[config.mk]
export PLATFORM = sky130hd
export DESIGN_NAME = glb_sram_cfg_initiator
export DESIGN_NICKNAME = d
export VERILOG_FILES = /design/src/rtl/glb_sram_cfg_initiator_pkg.sv /design/src/rtl/glb_sram_cfg_initiator.sv
export SDC_FILE = /design/constraint.sdc
export NUM_CORES = 1
export LEC_CHECK = 0
export CAP_MARGIN = 20
export CORE_MARGIN = 2
export CORE_UTILIZATION = 35
export DETAILED_ROUTE_END_ITERATION = 16
export GPL_ROUTABILITY_DRIVEN = 1
export PLACE_DENSITY = 0.77
export SLEW_MARGIN = 20
export SYNTH_ARGS = -nofsm -noshare
export SYNTH_HDL_FRONTEND = slang
export SYNTH_SLANG_ARGS = --single-unit
[constraint.sdc]
create_clock -name clk -period 9.84 [get_ports clk]
set_input_delay 1.968 -clock clk [delete_from_list [all_inputs] [get_ports clk]]
set_output_delay 1.968 -clock clk [all_outputs]
set_load 0.02 [all_outputs]
[src/rtl/glb_sram_cfg_initiator_pkg.sv]
// glb_sram_cfg_initiator_pkg: GLB cfg-chain widths and initiator FSM encoding
package glb_sram_cfg_initiator_pkg;
    localparam int CGRA_CFG_ADDR_WIDTH = 32;
    localparam int CGRA_CFG_DATA_WIDTH = 32;
    localparam int NUM_GLB_TILES       = 16;
    typedef enum logic [2:0] {IDLE, WR, RD, WAIT, RSP, FLUSH} sram_cfg_init_state_e;
endpackage

[src/rtl/glb_sram_cfg_initiator.sv]
// glb_sram_cfg_initiator: head-of-chain master issuing one GLB SRAM cfg read/write at a time
module glb_sram_cfg_initiator
    import glb_sram_cfg_initiator_pkg::*;
#(
    parameter int ADDR_WIDTH     = CGRA_CFG_ADDR_WIDTH,
    parameter int DATA_WIDTH     = CGRA_CFG_DATA_WIDTH,
    parameter int TIMEOUT_CYCLES = 64,
    parameter int CNT_WIDTH      = $clog2(TIMEOUT_CYCLES + 1)
) (
    input  logic                  clk,
    input  logic                  reset,
    input  logic                  req_valid,
    output logic                  req_ready,
    input  logic                  req_write,
    input  logic [ADDR_WIDTH-1:0] req_addr,
    input  logic [DATA_WIDTH-1:0] req_wdata,
    output logic                  rsp_valid,
    input  logic                  rsp_ready,
    output logic [DATA_WIDTH-1:0] rsp_rdata,
    output logic                  rsp_err,
    output logic                  cfg_wr_en,
    output logic                  cfg_wr_clk_en,
    output logic [ADDR_WIDTH-1:0] cfg_wr_addr,
    output logic [DATA_WIDTH-1:0] cfg_wr_data,
    output logic                  cfg_rd_en,
    output logic                  cfg_rd_clk_en,
    output logic [ADDR_WIDTH-1:0] cfg_rd_addr,
    input  logic [DATA_WIDTH-1:0] cfg_rd_data,
    input  logic                  cfg_rd_data_valid
);
    localparam logic [CNT_WIDTH-1:0] CNT_TIMEOUT    = CNT_WIDTH'(TIMEOUT_CYCLES);
    localparam logic [CNT_WIDTH-1:0] CNT_FLUSH_LAST = CNT_WIDTH'(TIMEOUT_CYCLES - 1);

    sram_cfg_init_state_e  state, state_d;
    logic [CNT_WIDTH-1:0]  cnt, cnt_d;
    logic                  wr_en_d, rd_en_d, rsp_valid_d, rsp_err_d;
    logic [ADDR_WIDTH-1:0] wr_addr_d, rd_addr_d;
    logic [DATA_WIDTH-1:0] wr_data_d, rsp_rdata_d;

    assign req_ready     = state == IDLE;
    assign cfg_wr_clk_en = 1'b1;
    assign cfg_rd_clk_en = 1'b1;

    always_comb begin
        state_d     = state;
        cnt_d       = cnt;
        wr_en_d     = 1'b0;
        rd_en_d     = 1'b0;
        wr_addr_d   = cfg_wr_addr;
        wr_data_d   = cfg_wr_data;
        rd_addr_d   = cfg_rd_addr;
        rsp_valid_d = rsp_valid;
        rsp_rdata_d = rsp_rdata;
        rsp_err_d   = rsp_err;
        case (state)
            IDLE: if (req_valid) begin
                cnt_d = '0;
                if (req_write) begin
                    state_d   = WR;
                    wr_en_d   = 1'b1;
                    wr_addr_d = req_addr;
                    wr_data_d = req_wdata;
                end else begin
                    state_d   = RD;
                    rd_en_d   = 1'b1;
                    rd_addr_d = req_addr;
                end
            end
            WR: begin
                state_d     = RSP;
                rsp_valid_d = 1'b1;
                rsp_rdata_d = '0;
                rsp_err_d   = 1'b0;
            end
            // cnt tracks cycles since the rd_en pulse, so it reads 1 on the first WAIT cycle
            RD: begin
                state_d = WAIT;
                cnt_d   = cnt + 1'b1;
            end
            WAIT: begin
                cnt_d = cnt + 1'b1;
                if (cfg_rd_data_valid) begin
                    state_d     = RSP;
                    rsp_valid_d = 1'b1;
                    rsp_rdata_d = cfg_rd_data;
                    rsp_err_d   = 1'b0;
                end else if (cnt == CNT_TIMEOUT) begin
                    state_d     = RSP;
                    rsp_valid_d = 1'b1;
                    rsp_rdata_d = '0;
                    rsp_err_d   = 1'b1;
                end
            end
            RSP: if (rsp_ready) begin
                rsp_valid_d = 1'b0;
                cnt_d       = '0;
                state_d     = rsp_err ? FLUSH : IDLE;
            end
            // a timed-out read may still return; swallow it before the next op
            FLUSH: begin
                cnt_d   = cnt + 1'b1;
                state_d = cnt == CNT_FLUSH_LAST ? IDLE : FLUSH;
            end
            default: state_d = IDLE;
        endcase
    end

    always_ff @(posedge clk or posedge reset) begin
        if (reset) begin
            state       <= IDLE;
            cnt         <= '0;
            cfg_wr_en   <= 1'b0;
            cfg_rd_en   <= 1'b0;
            cfg_wr_addr <= '0;
            cfg_wr_data <= '0;
            cfg_rd_addr <= '0;
            rsp_valid   <= 1'b0;
            rsp_rdata   <= '0;
            rsp_err     <= 1'b0;
        end else begin
            state       <= state_d;
            cnt         <= cnt_d;
            cfg_wr_en   <= wr_en_d;
            cfg_rd_en   <= rd_en_d;
            cfg_wr_addr <= wr_addr_d;
            cfg_wr_data <= wr_data_d;
            cfg_rd_addr <= rd_addr_d;
            rsp_valid   <= rsp_valid_d;
            rsp_rdata   <= rsp_rdata_d;
            rsp_err     <= rsp_err_d;
        end
    end
endmodule

# == Word-level counts from Yosys, hierarchy flattened ==
# Index checks and enable logic that the tools add are counted.
# op_classes
add_sub_neg,1
eq_ne,10
n_mux,26
bitwise,1
reduce_logical,11
# op_table
operator,n
2-to-1 mux 32 bit,2
case mux 32 bit (2 select lines),1
case mux 7 bit (3 select lines),1
2-to-1 mux 3 bit,6
case mux 3 bit (6 select lines),1
AND reduction 3 bit,5
2-to-1 mux 7 bit,2
2-to-1 mux 1 bit,10
adder 7 x 1 -> 7 bit (second input constant),1
equality test 7 x 6 -> 1 bit (second input constant),1
equality test 7 bit (second input constant),1
equality test 3 x 2 -> 1 bit (second input constant),2
equality test 3 bit (second input constant),2
nonzero test 3 bit,2
inequality test 2 bit (second input constant),2
equality test 3 x 1 -> 1 bit (second input constant),1
zero test 3 bit,1
inequality test 3 bit (second input constant),1
case mux 1 bit (3 select lines),1
OR reduction 3 bit,1
2-to-1 mux 2 bit,1
case mux 1 bit (2 select lines),1
AND reduction 2 bit,1
nonzero test 2 bit,1
inverter 1 bit,1
# totals
reg_bits,142
inputBits,102
output_inout_bits,135
elab_cells,59

# == Longest topological paths before layout ==
# logic_depth
word_depth,4
depth_mapped,7
mapped_depth_nobuf,5

# == Least setup slack after synthesis ==
# No wires, ideal clock.
# synth_timing
path_kind,in2reg
start,in rsp_ready
end,reg cnt[5]
setup_ps,77
arrival_ps,2870
t_required_ps,9763
slack_ps,6892
cell_stages,4
path_buffers,0
path_cell_list,o21bai_2 a22o_1 or4_1 a21oi_1
# synth_via
elab_chain_len,2
# synth_lines
element,line_no,text
start: declaration,glb_sram_cfg_initiator.sv:18,"input logic rsp_ready,"
inequality test 2 bit (no source line),--,
AND reduction 3 bit (no source line),--,
end signal: assignment,glb_sram_cfg_initiator.sv:122,cnt <= cnt_d;
end: declaration,glb_sram_cfg_initiator.sv:35,"logic [CNT_WIDTH-1:0] cnt, cnt_d;"
# Every way passes these cells.
# A chain may end at the register's enable or synchronous reset.

# == Worst setup path after layout ==
# layout_timing
start,reg state[2]
end,out req_ready
# layout_via
elab_chain_len,1
# layout_lines
element,line_no,text
start: declaration,glb_sram_cfg_initiator.sv:34,"sram_cfg_init_state_e state, state_d;"
start signal: assignment,glb_sram_cfg_initiator.sv:121,state <= state_d;
zero test 3 bit,glb_sram_cfg_initiator.sv:40,assign req_ready = state == IDLE;
end: declaration,glb_sram_cfg_initiator.sv:13,"output logic req_ready,"
# Every way passes these cells.

==> summary.md <==
| Metric | Value |
|---|---|
| Share of the synthesized area in the top cell type | 64.4% |
| CP endpoint kind | output port |
| Status | complete, no violations |
| Detailed Route WL | 13.5 mm |
| ANT cells | 0 |
| Tmin final | 3.86 ns |
| Synth cell types | 37 |
| Worst Tran Pin Value | 0.884 ns |
| Sequential fraction of the synthesis area | 64.4% |
| Port Buffers | 234 |
| Post-CTS sizing | 0 |
| First-pass GRT wire length | 20.7 mm |
| Initial antenna violation count | 0 |
| Placed cell count | 790 |
| Clk sink count | 142 |
| Number of DRC markers in iteration 0 | 162 |
| Main synth FF type | dfrtp_1 |
| Final nets | 702 |
| Cts hold-fix bufs | 0 |
| RSZ-0062 raised after global routing | false |
| Clk root buf | clkbuf_16 |
| Endpoints failing hold | 0 |
| Synth top cells by count | dfrtp_1 (142), mux2_2 (84), a22o_1 (33) |
| Largest net degree at the start of global routing | 84 |
| Final period util | 39.2% |
| CTS Buf Count | 17 |
| Largest area contributor in the netlist | dfrtp_1 |
| Total number of vias | 3894 |
| Setup violations, final | 0 |
| Site row count | 45 |
| Design area | 0.00862 sq mm |
| Crit Path Max Fanout | 13 |
| CP startpoint kind | flip-flop |
| Via density | 4.75 |
| Critical path data required time | 7.87 ns |
| CTS tree | yes |
| Syn-to-layout area delta | 56.1% |
| DR WL/cell | 16.5 microns |
| VDD IR max | 0.141 mV |
| Worst Hold Class | reg -> reg |
| Fin cells | 820 |
| DRC viols | 0 |
| Max Buffers Root-to-Sink | 2 |
| Top cells by area, synth | dfrtp_1 (64%), mux2_2 (17%), a22o_1 (5.2%), mux2_1 (2.9%), buf_4 (1.2%) |
| Synthesis Warnings | 0 |
| Post-Syn Area | 0.00552 sq mm |
| Max-slew headroom | 41.1% |
| Post-placement setup slack | 5.78 ns |
| Slew Limit Fails | 0 |
| Die Y | 130 microns |
| Worst Slack Setup Final | 5.98 ns |
| Vias in the first global route | 4031 |
| Drt pass-1 iters | 5 |
| RePlAce Congestion | 0.825 |
| CP Data Arrival Time | 1.89 ns |
| Share of post-route cells with drive strength above 1 | 20.9% |
| Leak | 0.00364 uW |
| Core ar. | 0.0153 sq mm |
| Max Fclk | 0.259 GHz |
| Pwr dens | 348 mW/mm^2 |
| Post-CTS Setup Bufs | 0 |
| Final ANT Viol Nets | 0 |
| H-tree depth | 4 |
| Total gr overflow | 0 |
| Clock Skews | 0.00481 ns |
| Die W | 130 microns |
| Clock latency at the later pin of the worst-skew pair | 0.40 ns |
| Starting density of the core | 36.0% |
| I/O pins | 237 |
| Global Route Usage Sum | 16.1% |
| HPWL after DPL | 9.71 mm |
| MaxCap Viol Count | 0 |
| Clock slew at reported path FFs | 0.05 ns |
| Fin Setup TNS | 0 ns |
| Yosys reg bits | 142 |
| Worst Setup Path Type | reg -> out |
| DIE AREA | 0.0168 sq mm |
| Total power | 3000 uW |
| Dominant cell by count in the synthesized netlist | dfrtp_1 |
| Post-Place Cell Area | 0.00802 sq mm |
| Post-synthesis cell count | 363 |
| Number of synthesized flops with an enable pin | 0 |
| Ys async rst share | 100% |
| Avg Inst Size Synth | 15.2 sq um |
-- cell usage in the layout (no fill, tap or decap), drive strengths merged, types with 2 or more instances in the layout --
master / Yosys / final
nand2b: 3 / 3
or2b: 2 / 2
buf: 23 / 4
inv: 7 / 8
nand2: 4 / 4
ha: 2 / 2
o31ai: 5 / 5
or3: 2 / 2
clkinvlp: 0 / 3
clkdlybuf4s50: 0 / 234
or4: 2 / 2
nor2: 4 / 4
nand3: 2 / 2
nor2b: 2 / 2
clkinv: 0 / 3
mux2: 98 / 98
dfrtp: 142 / 142
a21oi: 7 / 7
o21ai: 7 / 7
bufinv: 0 / 3
a22o: 35 / 35
conb: 1 / 2
clkbuf: 0 / 20
and3: 3 / 3
-- worst paths after layout --
path                       slack [ns]                     endpoint                   startpoint  cells after the start
min                              0.49  cfg_wr_addr[14]$_DFFE_PP0P_  cfg_wr_addr[14]$_DFFE_PP0P_                      1
max in group asynchronous        6.71  cfg_rd_addr[11]$_DFFE_PP0P_                        reset                      3
max                              5.98                    req_ready         state[2]$_DFFE_PP0P_                      2
min in group asynchronous        1.98   cfg_wr_addr[8]$_DFFE_PP0P_                        reset                      2
max reg2reg                      7.56   cfg_wr_data[3]$_DFFE_PP0P_         state[2]$_DFFE_PP0P_                      4
min reg2reg                      0.49  cfg_wr_addr[14]$_DFFE_PP0P_  cfg_wr_addr[14]$_DFFE_PP0P_                      1
-- worst max-delay path, cell delays in order, from the launching register on --
cell and delay, ns:
dfrtp_1 0.51, nor3_2 0.30, clkdlybuf4s50_1 0.68
-- cell families (layout without fill, tap and decap cells) --
| group | Yosys count | after routing | synth area share (%) |
|---|---|---|---|
| muxes | 98 | 98 | 20.0 |
| AOI/OAI and AO/OA | 61 | 61 | 8.68 |
| other | 1 | 2 | 0.0680 |
| adders and majority gates | 2 | 2 | 0.453 |
| buffers and inverters | 30 | 275 | 3.08 |
| DFF | 142 | 142 | 64.4 |
| and+or+nand+nor | 29 | 29 | 3.31 |
-- through the flow --
stage          hold slack, ns  utilization [%]
2_1_floorplan           0.527                -
3_3_place_gp            0.466             52.4
3_5_place_dp            0.475             52.4
4_1_cts                 0.488             56.2
5_1_grt                 0.497             56.3
6_report                0.485             56.3
-- where the power goes --
part,internal (uW),switching (uW),leakage (uW)
sequential,857,163,0.00176
clock,403,229,0.000278
combinational,715,631,0.00160
-- cell type report --
type                    instances  area (sq um)
clock buffers                  20           447
repair buffers                238          2380
clock inverters                10           140
fillers                      1245          6700
multi-input cells             192          1800
flip-flops and latches        142          3550
inverters                       7          31.3
well taps                     211           264
-- sequential cells by signal, indices dropped and copies added (netlist names) --
signal       count
cfg_wr_en        1
cfg_wr_data     32
rsp_err          1
cfg_rd_en        1
rsp_rdata       32
rsp_valid        1
cfg_wr_addr     32
state            3
cfg_rd_addr     32
cnt              7
-- per-layer routing --
metal,vias to the layer above,global-route usage [%],wire (microns)
li1,1787,-,-
met1,1918,19.2,5480
met2,177,27.4,6700
met3,12,5.90,1200
met4,0,4.43,146
met5,-,0,0
(Power assumes the default switching activity.)
